File: config.mk
export PLATFORM = sky130hd
export DESIGN_NAME = alsu_req_scheduler
export DESIGN_NICKNAME = d
export VERILOG_FILES = /design/src/rtl/alsu_sched_pkg.sv /design/src/rtl/alsu_req_scheduler_rr_arbiter.sv /design/src/rtl/alsu_req_scheduler.sv
export SDC_FILE = /design/constraint.sdc
export NUM_CORES = 1
export LEC_CHECK = 0
export BUFFER_PORTS_ARGS = -buffer_cell sky130_fd_sc_hd__buf_2
export CORE_MARGIN = 2
export CORE_UTILIZATION = 52
export CTS_CLUSTER_DIAMETER = 150
export DETAILED_ROUTE_END_ITERATION = 10
export PLACE_DENSITY = 0.86
export REMOVE_ABC_BUFFERS = 1
export SYNTH_ARGS = -nofsm -noshare
export SYNTH_HDL_FRONTEND = slang
export SYNTH_SLANG_ARGS = --single-unit
File: constraint.sdc
create_clock -name clk -period 11.2 [get_ports clk]
set_clock_uncertainty 0.2 [all_clocks]
set_input_delay 0.56 -clock clk [delete_from_list [all_inputs] [get_ports clk]]
set_output_delay 0.56 -clock clk [all_outputs]
set_load 0.01 [all_outputs]
File: src/rtl/alsu_sched_pkg.sv
// rtl/alsu_sched_pkg.sv - command layout, opcodes, states and idle drive for the ALSU request scheduler
package alsu_sched_pkg;

    localparam int CMD_W     = 19;
    localparam int OFF_OP    = 0;
    localparam int OFF_A     = 3;
    localparam int OFF_B     = 6;
    localparam int OFF_CIN   = 9;
    localparam int OFF_RED_A = 10;
    localparam int OFF_RED_B = 11;
    localparam int OFF_BYP_A = 12;
    localparam int OFF_BYP_B = 13;
    localparam int OFF_DIR   = 14;
    localparam int OFF_SIN   = 15;
    localparam int OFF_CNT   = 16;

    localparam logic [2:0] OP_OR    = 3'd0;
    localparam logic [2:0] OP_XOR   = 3'd1;
    localparam logic [2:0] OP_ADD   = 3'd2;
    localparam logic [2:0] OP_MULT  = 3'd3;
    localparam logic [2:0] OP_SHIFT = 3'd4;
    localparam logic [2:0] OP_ROT   = 3'd5;

    typedef enum logic [1:0] {IDLE, ISSUE, WAIT, RESP} state_t;

    typedef struct packed {
        logic [2:0] a;
        logic [2:0] b;
        logic [2:0] opcode;
        logic       cin;
        logic       red_a;
        logic       red_b;
        logic       byp_a;
        logic       byp_b;
        logic       dir;
        logic       sin;
    } drive_t;

    // Bypassing A=0 makes the ALSU settle to out = 0 between commands.
    localparam drive_t IDLE_DRIVE = '{a: 3'd0, b: 3'd0, opcode: OP_OR, cin: 1'b0,
                                      red_a: 1'b0, red_b: 1'b0, byp_a: 1'b1, byp_b: 1'b0,
                                      dir: 1'b0, sin: 1'b0};

    function automatic logic is_invalid_cmd(input logic [2:0] op, input logic red_any,
                                            input logic byp_any);
        return !byp_any && ((op >= 3'd6) || (red_any && (op >= OP_ADD)));
    endfunction

endpackage

File: src/rtl/alsu_req_scheduler_rr_arbiter.sv
// rtl/alsu_req_scheduler_rr_arbiter.sv - round-robin pick of the first request at or after ptr
module rr_arbiter #(
    parameter int NREQ = 4,
    parameter int ID_W = $clog2(NREQ)
) (
    input  logic [NREQ-1:0] req,
    input  logic [ID_W-1:0] ptr,
    output logic [NREQ-1:0] gnt,
    output logic [ID_W-1:0] idx,
    output logic            any
);

    always_comb begin
        gnt = '0;
        idx = '0;
        any = 1'b0;
        for (int k = 0; k < NREQ; k++) begin
            int s;
            logic [ID_W-1:0] j;
            s = int'(ptr) + k;
            if (s >= NREQ) s = s - NREQ;
            j = ID_W'(s);
            if (!any && req[j]) begin
                any    = 1'b1;
                gnt[j] = 1'b1;
                idx    = j;
            end
        end
    end

endmodule

File: src/rtl/alsu_req_scheduler.sv
// rtl/alsu_req_scheduler.sv - shares one ALSU between NREQ requesters with a valid/ready response channel
module alsu_req_scheduler
    import alsu_sched_pkg::*;
#(
    parameter int NREQ     = 4,
    parameter int ALSU_LAT = 2,
    parameter int ID_W     = $clog2(NREQ)
) (
    input  logic                 clk,
    input  logic                 rst,
    input  logic [NREQ-1:0]      req,
    input  logic [NREQ*CMD_W-1:0] req_cmd,
    output logic [NREQ-1:0]      gnt,
    output logic                 rsp_valid,
    input  logic                 rsp_ready,
    output logic [ID_W-1:0]      rsp_id,
    output logic [5:0]           rsp_data,
    output logic                 rsp_err,
    output logic                 busy,
    output logic [2:0]           alsu_A,
    output logic [2:0]           alsu_B,
    output logic [2:0]           alsu_opcode,
    output logic                 alsu_cin,
    output logic                 alsu_red_op_A,
    output logic                 alsu_red_op_B,
    output logic                 alsu_bypass_A,
    output logic                 alsu_bypass_B,
    output logic                 alsu_direction,
    output logic                 alsu_serial_in,
    input  logic [5:0]           alsu_out
);

    localparam int CNT_W = $clog2(ALSU_LAT + 8);

    state_t            state, state_d;
    logic [ID_W-1:0]   ptr, arb_idx;
    logic [NREQ-1:0]   arb_gnt;
    logic              arb_any;
    logic [CMD_W-1:0]  cmds [NREQ];
    logic [CMD_W-1:0]  sel_cmd;
    logic [2:0]        sel_cnt;
    logic              sel_invalid;
    logic [CNT_W-1:0]  cnt_q;
    logic              start, capture;
    drive_t            drv, sel_drv;

    for (genvar g = 0; g < NREQ; g++) begin : g_cmd
        assign cmds[g] = req_cmd[g*CMD_W +: CMD_W];
    end

    rr_arbiter #(.NREQ(NREQ), .ID_W(ID_W)) u_arb (
        .req (req),
        .ptr (ptr),
        .gnt (arb_gnt),
        .idx (arb_idx),
        .any (arb_any)
    );

    assign sel_cmd     = cmds[arb_idx];
    assign sel_cnt     = (sel_cmd[OFF_CNT +: 3] == 3'd0) ? 3'd1 : sel_cmd[OFF_CNT +: 3];
    assign sel_invalid = is_invalid_cmd(sel_cmd[OFF_OP +: 3],
                                        sel_cmd[OFF_RED_A] | sel_cmd[OFF_RED_B],
                                        sel_cmd[OFF_BYP_A] | sel_cmd[OFF_BYP_B]);
    assign sel_drv = '{a: sel_cmd[OFF_A +: 3], b: sel_cmd[OFF_B +: 3],
                       opcode: sel_cmd[OFF_OP +: 3], cin: sel_cmd[OFF_CIN],
                       red_a: sel_cmd[OFF_RED_A], red_b: sel_cmd[OFF_RED_B],
                       byp_a: sel_cmd[OFF_BYP_A], byp_b: sel_cmd[OFF_BYP_B],
                       dir: sel_cmd[OFF_DIR], sin: sel_cmd[OFF_SIN]};

    assign start   = (state == IDLE) && arb_any;
    assign capture = ((state == ISSUE) || (state == WAIT)) && (cnt_q == '0);

    always_ff @(posedge clk) begin
        if (!rst) state <= IDLE;
        else      state <= state_d;
    end

    always_comb begin
        state_d = state;
        case (state)
            IDLE:  if (arb_any) state_d = sel_invalid ? RESP : ISSUE;
            ISSUE: state_d = capture ? RESP : WAIT;
            WAIT:  if (capture) state_d = RESP;
            RESP:  if (rsp_ready) state_d = IDLE;
            default: state_d = IDLE;
        endcase
    end

    // The drive register is only written at grant and capture, so the ALSU sees a
    // constant command for the whole latency-plus-iterations window.
    always_ff @(posedge clk) begin
        if (!rst) begin
            gnt      <= '0;
            ptr      <= '0;
            rsp_id   <= '0;
            rsp_data <= '0;
            rsp_err  <= 1'b0;
            cnt_q    <= '0;
            drv      <= IDLE_DRIVE;
        end else begin
            gnt <= '0;
            if (start) begin
                gnt      <= arb_gnt;
                ptr      <= (arb_idx == ID_W'(NREQ - 1)) ? '0 : arb_idx + 1'b1;
                rsp_id   <= arb_idx;
                rsp_err  <= sel_invalid;
                rsp_data <= '0;
                cnt_q    <= CNT_W'(ALSU_LAT - 1) + CNT_W'(sel_cnt);
                if (!sel_invalid) drv <= sel_drv;
            end else if (capture) begin
                rsp_data <= alsu_out;
                drv      <= IDLE_DRIVE;
            end else if ((state == ISSUE) || (state == WAIT)) begin
                cnt_q <= cnt_q - 1'b1;
            end
        end
    end

    assign rsp_valid      = (state == RESP);
    assign busy           = (state != IDLE);
    assign alsu_A         = drv.a;
    assign alsu_B         = drv.b;
    assign alsu_opcode    = drv.opcode;
    assign alsu_cin       = drv.cin;
    assign alsu_red_op_A  = drv.red_a;
    assign alsu_red_op_B  = drv.red_b;
    assign alsu_bypass_A  = drv.byp_a;
    assign alsu_bypass_B  = drv.byp_b;
    assign alsu_direction = drv.dir;
    assign alsu_serial_in = drv.sin;

endmodule

**Word level (Yosys, flattened, before mapping)**

Cells that the tools add are included.

- Memories kept: 0
- Flip-flop bits (word level): 37
- Memory bits (writable): 0
- Latch bits: 0
- Bits of input ports: 89
- Word-level logic and storage cells: 135
- Memory bits (read-only): 0

- Div/mod/pow operators: 0
- Equality and inequality tests: 9
- Order comparisons: 15
- Bitwise operators: 7
- Shift operators: 0
- Reduce and logical (&&, ||, !) cells: 28
- Multipliers: 0
- Mux-type cells: 49
- $add $sub $neg: 10

Operator list:

| cell | number |
|---|---|
| $mux W16 | 3 |
| $bmux W19 S2 | 1 |
| $mux W19 | 2 |
| $mux W4 | 7 |
| $mux W2 | 13 |
| $ge A3 B3 Y1 const B | 5 |
| $mux W1 | 13 |
| $lt A2 B3 Y1 const B | 4 |
| $or A4 B4 Y4 | 3 |
| $logic_and A1 B1 Y1 | 11 |
| $bmux W1 S2 | 4 |
| $demux W1 S2 | 4 |
| $ge A2 B1 Y1 const B | 4 |
| $ne A2 B2 Y1 const B | 4 |
| $pmux W2 S4 | 1 |
| $sub A2 B1 Y2 const B | 4 |
| $add A2 B2 Y3 const B | 2 |
| $eq A2 B2 Y1 const B | 3 |
| $reduce_and A2 Y1 | 3 |
| $reduce_bool A2 Y1 | 3 |
| $add A1 B3 Y4 const A | 1 |
| $logic_not A1 Y1 | 4 |
| $logic_not A4 Y1 | 1 |
| $sub A4 B1 Y4 const B | 1 |
| other kinds (15) | 17 |

**Logic depth before layout (Yosys ltp)**

Gate-level depths: netlist of the first run.

- Word-level depth: 25
- Depth in mapped cells: 19

**Modules after synthesis**

Synthesis of the first run repeated with hierarchy kept, for this count alone.

- Cell total of the unflattened synthesis: 263
- Area total of the unflattened synthesis: 2615.0 µm²

By module, submodules not included:

| module | area an instance (µm²) | sequential area each (µm²) | times used | cells an instance |
|---|---|---|---|---|
| alsu_req_scheduler | 2193.4 | 740.7 | 1 | 218 |
| rr_arbiter | 421.7 | 0.0 | 1 | 45 |

**Least setup slack after synthesis of the first run**

No wires, ideal clock.

- Kind: register to register
- Start: reg ptr[0]
- End: reg cnt_q[2]
- Library setup time: 86 ps
- Period minus slack after synthesis: 3716 ps
- Stages on the path, launching flop included: 18
- Path buffers: 6
- Arrival: 3430 ps
- Slack: 7484 ps
- Path through: dfxtp_1 buf_6 buf_2 inv_1 ha_1 buf_6 mux4_2 buf_2 o21bai_4 and2_4 nand2b_1 buf_6 buf_2 o21ai_0 nand2_1 ha_1 xor2_1 a211oi_1

- Cells in the longest elaborated chain, start to end: 22
- Elaborated cells on any way between the ends: 49
- Those cells by class: add/sub (8); order compare (4); eq/ne (1); mux (25); bitwise (1); reduce/logical (10)

RTL lines:

| element | line | text |
|---|---|---|
| from (decl) | alsu_req_scheduler.sv:36 | `logic [ID_W-1:0] ptr, arb_idx;` |
| from (signal assigned) | alsu_req_scheduler.sv:104 | `ptr <= (arb_idx == ID_W'(NREQ - 1)) ? '0 : arb_idx + 1'b1;` |
| branches (longest 22 deep; another with $add A2 B1 Y3) | n/a |  |
| to (signal assigned) | alsu_req_scheduler.sv:108 | `cnt_q <= CNT_W'(ALSU_LAT - 1) + CNT_W'(sel_cnt);` |
| to (signal assigned) | alsu_req_scheduler.sv:114 | `cnt_q <= cnt_q - 1'b1;` |
| to (decl) | alsu_req_scheduler.sv:43 | `logic [CNT_W-1:0] cnt_q;` |

Parallel ways; which one is timed is not known. The select of a mux whose other input is x is not followed.
A chain may end at the register's enable or synchronous reset.

**Worst setup path after layout of the first run**

- Start: reg ptr[0]
- End: reg drv (netlist bit alsu_B[0])

- Cells in the longest elaborated chain, start to end: 24
- Elaborated cells on any way between the ends: 55
- Those cells by class: add/sub (7); order compare (6); eq/ne (1); mux (25); bitwise (3); reduce/logical (13)

RTL lines:

| element | line | text |
|---|---|---|
| branches (longest 24 deep; another with $add A2 B1 Y3) | n/a |  |
| to (signal assigned) | alsu_req_scheduler.sv:109 | `if (!sel_invalid) drv <= sel_drv;` |
| to (decl) | alsu_req_scheduler.sv:45 | `drive_t drv, sel_drv;` |

Parallel ways; which one is timed is not known. The select of a mux whose other input is x is not followed.

==> results of run 1 <==
## state kept, by name (all words and copies together), names as in the netlist, 2 cells and up
| name | cells |
|---|---|
| alsu_opcode | 3 |
| rsp_id | 2 |
| ptr | 2 |
| state | 2 |
| alsu_A | 3 |
| cnt_q | 4 |
| rsp_data | 6 |
| gnt | 4 |
| alsu_B | 3 |
## worst max-delay path, cell delays in order (launching register included)
cell                        delay [ns]
sky130_fd_sc_hd__dfxtp_1          0.93
sky130_fd_sc_hd__inv_1            0.24
sky130_fd_sc_hd__ha_1             0.55
sky130_fd_sc_hd__mux4_2           0.66
sky130_fd_sc_hd__nor2b_1          0.47
sky130_fd_sc_hd__o21ai_1          0.11
sky130_fd_sc_hd__nand2b_1         0.90
sky130_fd_sc_hd__mux2i_1          0.28
sky130_fd_sc_hd__a22o_4           0.35
sky130_fd_sc_hd__a21oi_2          0.43
sky130_fd_sc_hd__o2bb2ai_1        0.18
## final cells by class
cell class	instances	area, um2	share of cell area
sequential	37	741	0.216
inverter	12	45.0	0.0131
timing repair buffer	119	596	0.173
clock buffer	7	86.3	0.0251
tap	70	87.6	0.0255
multi-input combinational	241	1880	0.548
## path summary, 6_finish.rpt
| check | start | to | slack, ns | depth (start not counted) |
|---|---|---|---|---|
| worst max register to register | ptr[0]$_SDFFE_PN0P_ | alsu_B[0]$_SDFFE_PN0P_ | 5.80 | 10 |
| worst min register to register | rsp_data[5]$_SDFFE_PP0P_ | rsp_data[5]$_SDFFE_PP0P_ | 0.25 | 2 |
| worst max-delay path | ptr[0]$_SDFFE_PN0P_ | alsu_B[0]$_SDFFE_PN0P_ | 5.80 | 10 |
| worst min-delay path | rsp_data[5]$_SDFFE_PP0P_ | rsp_data[5]$_SDFFE_PP0P_ | 0.25 | 2 |
## per-stage QoR
stage          total power, uW   util  cells
4_1_cts                   1070  0.664    486
6_report                  1070  0.664    486
2_1_floorplan              797      -    290
3_5_place_dp               979  0.648    479
5_1_grt                   1160  0.664    486
3_3_place_gp               957  0.648    479
## cell families (layout without fill, tap and decap cells)
logic type      Yosys count  in the layout  synth area share
simple gates            108            108             0.177
compound gates           78             78             0.224
xor+xnor                  5              5            0.0156
fa+ha+maj                11             11            0.0490
flops                    37             37             0.264
buf+inv                  36            138            0.0672
mux                      39             39             0.203
## power groups by stage
stage	logic [uW]	registers (uW)	clock network, uW
after detailed placement	745	234	0
after CTS	748	231	93.3
after global placement	726	231	0
after floorplan	556	241	0
final	750	231	92.7
after global routing	826	239	99.5
## layer usage
metal	global-route usage	vias up	part of all wire	routed length, um
met5	0	-	0	0
met4	0.0554	0	0.0052	38
met3	0.0442	4	0.068	497
met2	0.425	114	0.51	3700
met1	0.301	1278	0.42	3050
li1	-	1367	-	-
## synthesized netlist by cell type, types with 6 or more instances
master                      instances  share of area
sky130_fd_sc_hd__a21oi_1           14          0.025
sky130_fd_sc_hd__mux2_2             7          0.028
sky130_fd_sc_hd__a211oi_1           6          0.016
sky130_fd_sc_hd__inv_1             12          0.016
sky130_fd_sc_hd__nand2_1           37          0.049
sky130_fd_sc_hd__o21ai_0           10          0.018
sky130_fd_sc_hd__clkbuf_1           8          0.011
sky130_fd_sc_hd__nor2_1            24          0.032
sky130_fd_sc_hd__ha_1              11          0.049
sky130_fd_sc_hd__buf_2             10          0.018
sky130_fd_sc_hd__dfxtp_1           37           0.26
sky130_fd_sc_hd__mux4_2            13           0.10
sky130_fd_sc_hd__nand3_1           24          0.043
sky130_fd_sc_hd__mux2i_1           17          0.061
sky130_fd_sc_hd__o2bb2ai_1         11          0.034
==> flow_summary.ini, run 1 <==
[floorplan]
die_outline_area_um2 = 6010
core_um2 = 5170
chipWidth_um = 77.5
rows = 26
ioPinCount = 120
initial_core_util = 0.543
chipHeight_um = 77.5

[placement]
io_buffers = 119
dpl_worst_slack_ns = 5.85
gp_congestion = 0.872
place.detailed.hpwl_um = 5610
placement.cell_area_um2 = 3350

[synth]
ys.flop_type = sky130_fd_sc_hd__dfxtp_1
synth_register_bits = 37
synth_sequential_area_ratio = 0.264
yosysWarningCount = 0
async_reset_ff_frac = 0
post_synth_inst_count = 314
postSynthAreaPerCell_um2 = 8.95
synth.distinct_cells = 49
number_of_flops_mapped_to_enable_cells_by_yosys = 0
syn_area_um2 = 2810

[setup_path]
worstSetupPathType = flop to flop
startpoint_type = flop
crit_required_ns = 11.22
timing.critical_path.to_type = flop
cp.arrival_ns = 5.41
largest_fanout_on_the_critical_path = 27

[finish]
mostFrequentLayoutCells = sky130_fd_sc_hd__buf_2, sky130_fd_sc_hd__nand2_1, sky130_fd_sc_hd__dfxtp_1
design.final.nets = 516
area_growth_pct = 22.3
drive_gt1_frac = 0.373
mostFrequentLayoutCell = sky130_fd_sc_hd__buf_2
finish.instance_area_um2 = 3440
ant_diodes = 0
layout.filler_cells = 426

[sta]
maximum_achievable_frequency_mhz = 185
worst_pin_slew_ns = 1.22
grt_setup_unrepaired = no
finalSetupViolCount = 0
finalCritPeriodShare = 0.482
layout_setup_ws_ns = 5.80
timing.max_slew.rel_slack = 0.189
final_period_minus_worst_setup_slack_ns = 5.40
fin_tns_setup_ns = 0
hold_slack_ns = 0.253
final_hold_viol_count = 0
final_max_slew_viol_count = 0

[route]
route.detailed.drc = 0
via_per_inst = 5.69
vias = 2763
number_of_drc_violations_after_detailed_routing_iteration_0 = 194
drtPass1Iterations = 4
postRouteWirelength_um = 7280
avgRoutedWirePerCell_um = 15.0
drtAntennaViolNets = 0

[power_and_ir_drop]
p_comb_frac = 0.698
powerDensity_nw_per_um2 = 313
power_frac_clock = 0.086
switching_share = 0.477
internal_cell_power_uw = 562
power.leakage_uw = 0.00154
seq_power_share = 0.215
switchingPower_uw = 512
peak_ir_drop_on_the_vdd_network_v = 0.000160

[clocking]
postCtsHoldBufs = 0
cts_tree = yes
cts_inserted_buffers = 5
clockBufferDepth = 2
cts.repair_timing.setup_buffer_count = 0
clk_pin_slew_ns = 0.07
cts.sinks = 37
post_cts_resize_count = 0
clk_latency_ns = 0.29
clock_tree.root_cell = sky130_fd_sc_hd__clkbuf_8
htree_num_levels = 2

[global_routing]
number_of_global_route_vias_before_repair = 2553
largest_net_degree_at_the_start_of_global_routing = 29
global_route_wire_length_before_repair_um = 11800
globalRoute.totalOverflow = 0
initial_antenna_violation_count = 0
gr-usage-all-layers = 0.239

[flow_run]
max-cap-violations = 0

[run_status]
status = finished clean

[worst_hold_path]
holdCritPathClass = flop to flop
No activity file was read; power rests on OpenSTA's default activity.
==> run 2: changes to the inputs <==
--- a/config.mk
+++ b/config.mk
@@ -7,10 +7,10 @@
 export LEC_CHECK = 0
 export BUFFER_PORTS_ARGS = -buffer_cell sky130_fd_sc_hd__buf_2
 export CORE_MARGIN = 2
-export CORE_UTILIZATION = 52
+export CORE_UTILIZATION = 49
 export CTS_CLUSTER_DIAMETER = 150
 export DETAILED_ROUTE_END_ITERATION = 10
-export PLACE_DENSITY = 0.86
+export PLACE_DENSITY = 0.82
 export REMOVE_ABC_BUFFERS = 1
 export SYNTH_ARGS = -nofsm -noshare
 export SYNTH_HDL_FRONTEND = slang
==> constraint.sdc (replaced) <==
create_clock -name clk -period 5.4 [get_ports clk]
set_clock_uncertainty 0.2 [all_clocks]
set_input_delay 0.27 -clock clk [delete_from_list [all_inputs] [get_ports clk]]
set_output_delay 0.27 -clock clk [all_outputs]
set_load 0.01 [all_outputs]
==> run 2 against run 1 <==
Compared with the run above:
- highest routed layer unchanged
- first-iteration DRC count is 3.6% lower
- cell area rose by 0.51%
- cell count up 0.82%
- core utilization fell by 3.7 points
- count of clock-buffer cells in the layout did not move
- setup slack got worse by 4.5 ns
- via count about the same
- sequential power grew 95%
==> flow_summary.ini, run 2 (same netlist as run 1, synthesis figures left out) <==
[power_and_ir_drop]
internal_cell_power_uw = 1170
powerDensity_nw_per_um2 = 646
switching_share = 0.476
power.leakage_uw = 0.00155
seq_power_share = 0.202
total_power_uw = 2230
p_comb_frac = 0.711
power_frac_clock = 0.087
switchingPower_uw = 1060
peak_ir_drop_on_the_vdd_network_v = 0.000348

[clocking]
postCtsHoldBufs = 0
htree_num_levels = 2
clockBufferDepth = 2
clk_pin_slew_ns = 0.07
cts_inserted_buffers = 5
cts.sinks = 37
clk_latency_ns = 0.29
clock_tree.root_cell = sky130_fd_sc_hd__clkbuf_8
cts.repair_timing.setup_buffer_count = 0
cts_tree = yes
post_cts_resize_count = 0

[route]
number_of_drc_violations_after_detailed_routing_iteration_0 = 187
avgRoutedWirePerCell_um = 14.9
drtAntennaViolNets = 0
vias = 2765
via_per_inst = 5.64
route.detailed.drc = 0
drtPass1Iterations = 4
postRouteWirelength_um = 7310

[sta]
final_max_slew_viol_count = 0
final_hold_viol_count = 0
timing.max_slew.rel_slack = 0.394
finalCritPeriodShare = 0.768
final_period_minus_worst_setup_slack_ns = 4.14
worst_pin_slew_ns = 0.909
grt_setup_unrepaired = no
finalSetupViolCount = 0
hold_slack_ns = 0.0172
fin_tns_setup_ns = 0
maximum_achievable_frequency_mhz = 241

[finish]
ant_diodes = 0
drive_gt1_frac = 0.376
fin_util = 0.627
design.final.nets = 518
largest_reg_flops = 6
largestRegisters = rsp_data x6, cnt_q x4, gnt x4
registers.top_by_ff_count = rsp_data
mostFrequentLayoutCell = sky130_fd_sc_hd__buf_2
area_growth_pct = 22.9
mostFrequentLayoutCells = sky130_fd_sc_hd__buf_2, sky130_fd_sc_hd__nand2_1, sky130_fd_sc_hd__dfxtp_1

[placement]
gp_congestion = 0.914
place.detailed.hpwl_um = 5490
io_buffers = 119

[setup_path]
crit_required_ns = 5.40
critical_path_buf_inv_count = 2
gate_family_responsible_for_the_most_delay_along_the_worst_path = multiplexers
startpoint_type = flop
slowest_cp_cell = sky130_fd_sc_hd__mux4_2
r2r-start = ptr[1]$_SDFFE_PN0P_
r2r-end = cnt_q[2]$_SDFFE_PN0P_
cp.arrival_ns = 4.15
worstSetupPathType = flop to flop
regToRegSetupSlack_ns = 1.26
timing.critical_path.cells = inv_1, ha_1, mux4_2, nor2b_1, o21ai_1, nand2b_1, buf_4, mux2_2, nand2_1, nand2_1, ha_1, xor2_1, a211oi_1
crit_path_start = ptr[1]$_SDFFE_PN0P_
timing.critical_path.slowest_cell_delay_ns = 0.66
largest_fanout_on_the_critical_path = 25
timing.critical_path.to_type = flop
reg2reg_depth = 13

[run_status]
status = finished clean

[floorplan]
core_um2 = 5510
chipWidth_um = 79.7
die_outline_area_um2 = 6360
initial_core_util = 0.510
ioPinCount = 120
rows = 27
chipHeight_um = 79.7

[global_routing]
number_of_global_route_vias_before_repair = 2522
largest_net_degree_at_the_start_of_global_routing = 29
globalRoute.totalOverflow = 0
global_route_wire_length_before_repair_um = 11400
initial_antenna_violation_count = 0
gr-usage-all-layers = 0.224

[worst_hold_path]
holdCritStartpoint = alsu_out[0]
worst_hold_path.endpoint = rsp_data[0]$_SDFFE_PP0P_
holdPathStages = 3
holdCritPathClass = input pin to flop

[flow_run]
max-cap-violations = 0
[run 2: cell types whose count changed in the layout (fill, tap and decap cells not counted), sizes merged]
| cell | previous run | this run |
|---|---|---|
| buf | 119 | 121 |
[run 2: power groups by stage]
stage,Sequential [uW],Combinational (uW),Clock [uW]
floorplan,500,1150,0
global placement,452,1540,0
detailed placement,456,1580,0
CTS,450,1590,195
global route,464,1750,206
finish,451,1590,193
[run 2: routing by layer]
metal | part of all wire | vias up | track usage
li1 | - | 1366 | -
met4 | 0.015 | 0 | 0.0627
met2 | 0.50 | 112 | 0.408
met5 | 0 | - | 0
met3 | 0.072 | 13 | 0.0430
met1 | 0.41 | 1274 | 0.269
[run 2: area by class of cell]
type | count | area [um2]
clock buffers | 7 | 86.3
fillers | 466 | 2050
inverters | 12 | 45.0
multi-input cells | 241 | 1880
flip-flops and latches | 37 | 741
well taps | 72 | 90.1
repair buffers | 121 | 611
[run 2: how the worst max path moves through the flow]
stage                                  endpoint  depth (start not counted)
after CTS                 cnt_q[2]$_SDFFE_PN0P_                         13
after global placement    cnt_q[2]$_SDFFE_PN0P_                         13
after detailed placement  cnt_q[2]$_SDFFE_PN0P_                         13
after floorplan           cnt_q[2]$_SDFFE_PN0P_                         12
final                     cnt_q[2]$_SDFFE_PN0P_                         13
after global routing      cnt_q[2]$_SDFFE_PN0P_                         13
[run 2: per-stage QoR]
stage / worst slack, ns / instance area [um2] / cells
after detailed placement: 1.29 / 3370 / 483
after global placement: 1.48 / 3370 / 483
final: 1.26 / 3450 / 490
after CTS: 1.28 / 3450 / 490
after global routing: 0.957 / 3450 / 490
after floorplan: 0.775 / 2670 / 290
[run 2: worst reg2reg max path, stage by stage (launching register included)]
cell	delay, ns
sky130_fd_sc_hd__dfxtp_1	0.49
sky130_fd_sc_hd__inv_1	0.11
sky130_fd_sc_hd__ha_1	0.48
sky130_fd_sc_hd__mux4_2	0.66
sky130_fd_sc_hd__nor2b_1	0.48
sky130_fd_sc_hd__o21ai_1	0.10
sky130_fd_sc_hd__nand2b_1	0.08
sky130_fd_sc_hd__buf_4	0.33
sky130_fd_sc_hd__mux2_2	0.42
sky130_fd_sc_hd__nand2_1	0.08
sky130_fd_sc_hd__nand2_1	0.07
sky130_fd_sc_hd__ha_1	0.21
sky130_fd_sc_hd__xor2_1	0.16
sky130_fd_sc_hd__a211oi_1	0.20
==> run 3: changes to the inputs <==
==> constraint.sdc (replaced) <==
create_clock -name clk -period 4 [get_ports clk]
set_clock_uncertainty 0.2 [all_clocks]
set_input_delay 0.2 -clock clk [delete_from_list [all_inputs] [get_ports clk]]
set_output_delay 0.2 -clock clk [all_outputs]
set_load 0.01 [all_outputs]
==> run 3 against run 2 <==
Compared with the run above:
- total power grew 45%
- largest cell class unchanged
- maximum frequency grew 9.9%
- register-to-register slack lost 1.0 ns
- core utilization grew 2.9 points
- routed wire length grew 7.4%
- first-iteration DRC count grew 21%
==> flow_summary.ini, run 3 (same netlist as run 1, synthesis figures left out) <==
[run_status]
status = finished clean

[route]
drtAntennaViolNets = 0
route.detailed.drc = 0
avgRoutedWirePerCell_um = 15.6
top_signal_layer_used = met4
number_of_drc_violations_after_detailed_routing_iteration_0 = 226
postRouteWirelength_um = 7850
drtPass1Iterations = 5
routedLengthMet1_um = 3090
vias = 2918
via_per_inst = 5.80
detailroute.wirelength.met2_um = 3920
route.met3.wl_um = 657

[setup_path]
startpoint_type = flop
reg2reg_depth = 12
crit_path_start = ptr[0]$_SDFFE_PN0P_
timing.critical_path.slowest_cell_delay_ns = 0.65
largest_fanout_on_the_critical_path = 15
worstSetupPathType = flop to flop
regToRegSetupSlack_ns = 0.23
r2r-start = ptr[0]$_SDFFE_PN0P_
crit_required_ns = 3.98
timing.critical_path.cells = inv_1, ha_2, mux4_2, o21bai_4, and2_4, nand2b_1, buf_4, mux2i_1, a22o_4, a21oi_4, buf_12, o32a_1
timing.critical_path.to_type = flop
slowest_cp_cell = sky130_fd_sc_hd__mux4_2
cp.arrival_ns = 3.75

[placement]
place.detailed.hpwl_um = 5810
io_buffers = 119
dpl_worst_slack_ns = 0.195
gp_congestion = 0.911

[finish]
fin_util = 0.657
drive_gt1_frac = 0.385
largest_reg_flops = 6
mostFrequentLayoutCell = sky130_fd_sc_hd__buf_2
ant_diodes = 0
area_growth_pct = 28.7
largestRegisters = rsp_data x6, cnt_q x4, gnt x4
design.final.nets = 530
registers.top_by_ff_count = rsp_data
mostFrequentLayoutCells = sky130_fd_sc_hd__buf_2, sky130_fd_sc_hd__nand2_1, sky130_fd_sc_hd__dfxtp_1

[floorplan]
chipHeight_um = 79.7
initial_core_util = 0.510
ioPinCount = 120
die_outline_area_um2 = 6360
rows = 27
chipWidth_um = 79.7
core_um2 = 5510

[power_and_ir_drop]
powerDensity_nw_per_um2 = 895
peak_ir_drop_on_the_vdd_network_v = 0.000417
power.leakage_uw = 0.00163

[global_routing]
initial_antenna_violation_count = 0
largest_net_degree_at_the_start_of_global_routing = 27
globalRoute.totalOverflow = 0
global_route_wire_length_before_repair_um = 12000
gr-usage-all-layers = 0.239
number_of_global_route_vias_before_repair = 2632

[sta]
hold_slack_ns = 0.129
finalSetupViolCount = 0
final_period_minus_worst_setup_slack_ns = 3.77
final_max_slew_viol_count = 0
timing.max_slew.rel_slack = 0.503
maximum_achievable_frequency_mhz = 265
layout_setup_ws_ns = 0.230
worst_pin_slew_ns = 0.743
grt_setup_unrepaired = no
finalCritPeriodShare = 0.943
fin_tns_setup_ns = 0
final_hold_viol_count = 0

[clocking]
clockBufferDepth = 2
clk_pin_slew_ns = 0.07
htree_num_levels = 2
clk_latency_ns = 0.29
cts_inserted_buffers = 5
clock_tree.root_cell = sky130_fd_sc_hd__clkbuf_8
cts_tree = yes
cts.sinks = 37

[worst_hold_path]
holdCritStartpoint = req_cmd[72]
holdPathStages = 3
holdCritPathClass = input pin to flop

[flow_run]
max-cap-violations = 0
## run 3: cell types whose count changed in the layout (fill, tap and decap cells not counted), sizes merged
cell | previous run | this run
clkinvlp | 0 | 1
buf | 121 | 127
dlygate4sd3 | 0 | 6
bufinv | 0 | 1
clkbuf | 7 | 6
## run 3: timing repair
item | CTS | global route
endpoints found under the hold margin | 6 | 0
hold buffers | 6 | 0
endpoints found under the setup margin | 0 | 8
setup buffers | 0 | 1
resized for setup | 0 | 2
## run 3: cell type report
type,count,area [um2]
Clock inverter,2,37.5
Timing Repair Buffer,133,728
Sequential cell,37,741
Tap cell,72,90.1
Clock buffer,6,82.6
Inverter,12,45.0
Fill cell,446,1890
Multi-Input combinational cell,241,1890
## run 3: final timing paths
kind | end
min reg2reg | rsp_data[2]$_SDFFE_PP0P_
max reg2reg | alsu_bypass_A$_SDFFE_PN1P_
min | alsu_serial_in$_SDFFE_PN0P_
max | alsu_bypass_A$_SDFFE_PN1P_
## run 3: per-layer routing
layer,vias to the layer above,GRT usage
li1,1395,-
met3,17,0.0588
met1,1390,0.271
met5,-,0
met2,116,0.431
met4,0,0.0881
## run 3: per-stage QoR
step | cells | total power [uW] | cell area (um2)
final | 503 | 3230 | 3620
after global routing | 503 | 3480 | 3620
after CTS | 502 | 3160 | 3590
after detailed placement | 488 | 2800 | 3410
after global placement | 488 | 2740 | 3410
after floorplan | 290 | 2230 | 2670
## run 3: power breakdown
part | switching [uW] | total [uW] | internal [uW]
Combinational | 1270 | 2290 | 1010
Sequential | 86.8 | 603 | 516
Clock | 140 | 343 | 203
## run 3: worst max-delay path, delay by kind of cell (launching register included)
family                     cells  cell delay (ns)
AOI/OAI and AO/OA              4             0.87
adders and majority gates      1             0.45
buffers and inverters          3             0.52
DFF                            1             0.33
muxes                          2             0.90
and+or+nand+nor                2             0.40
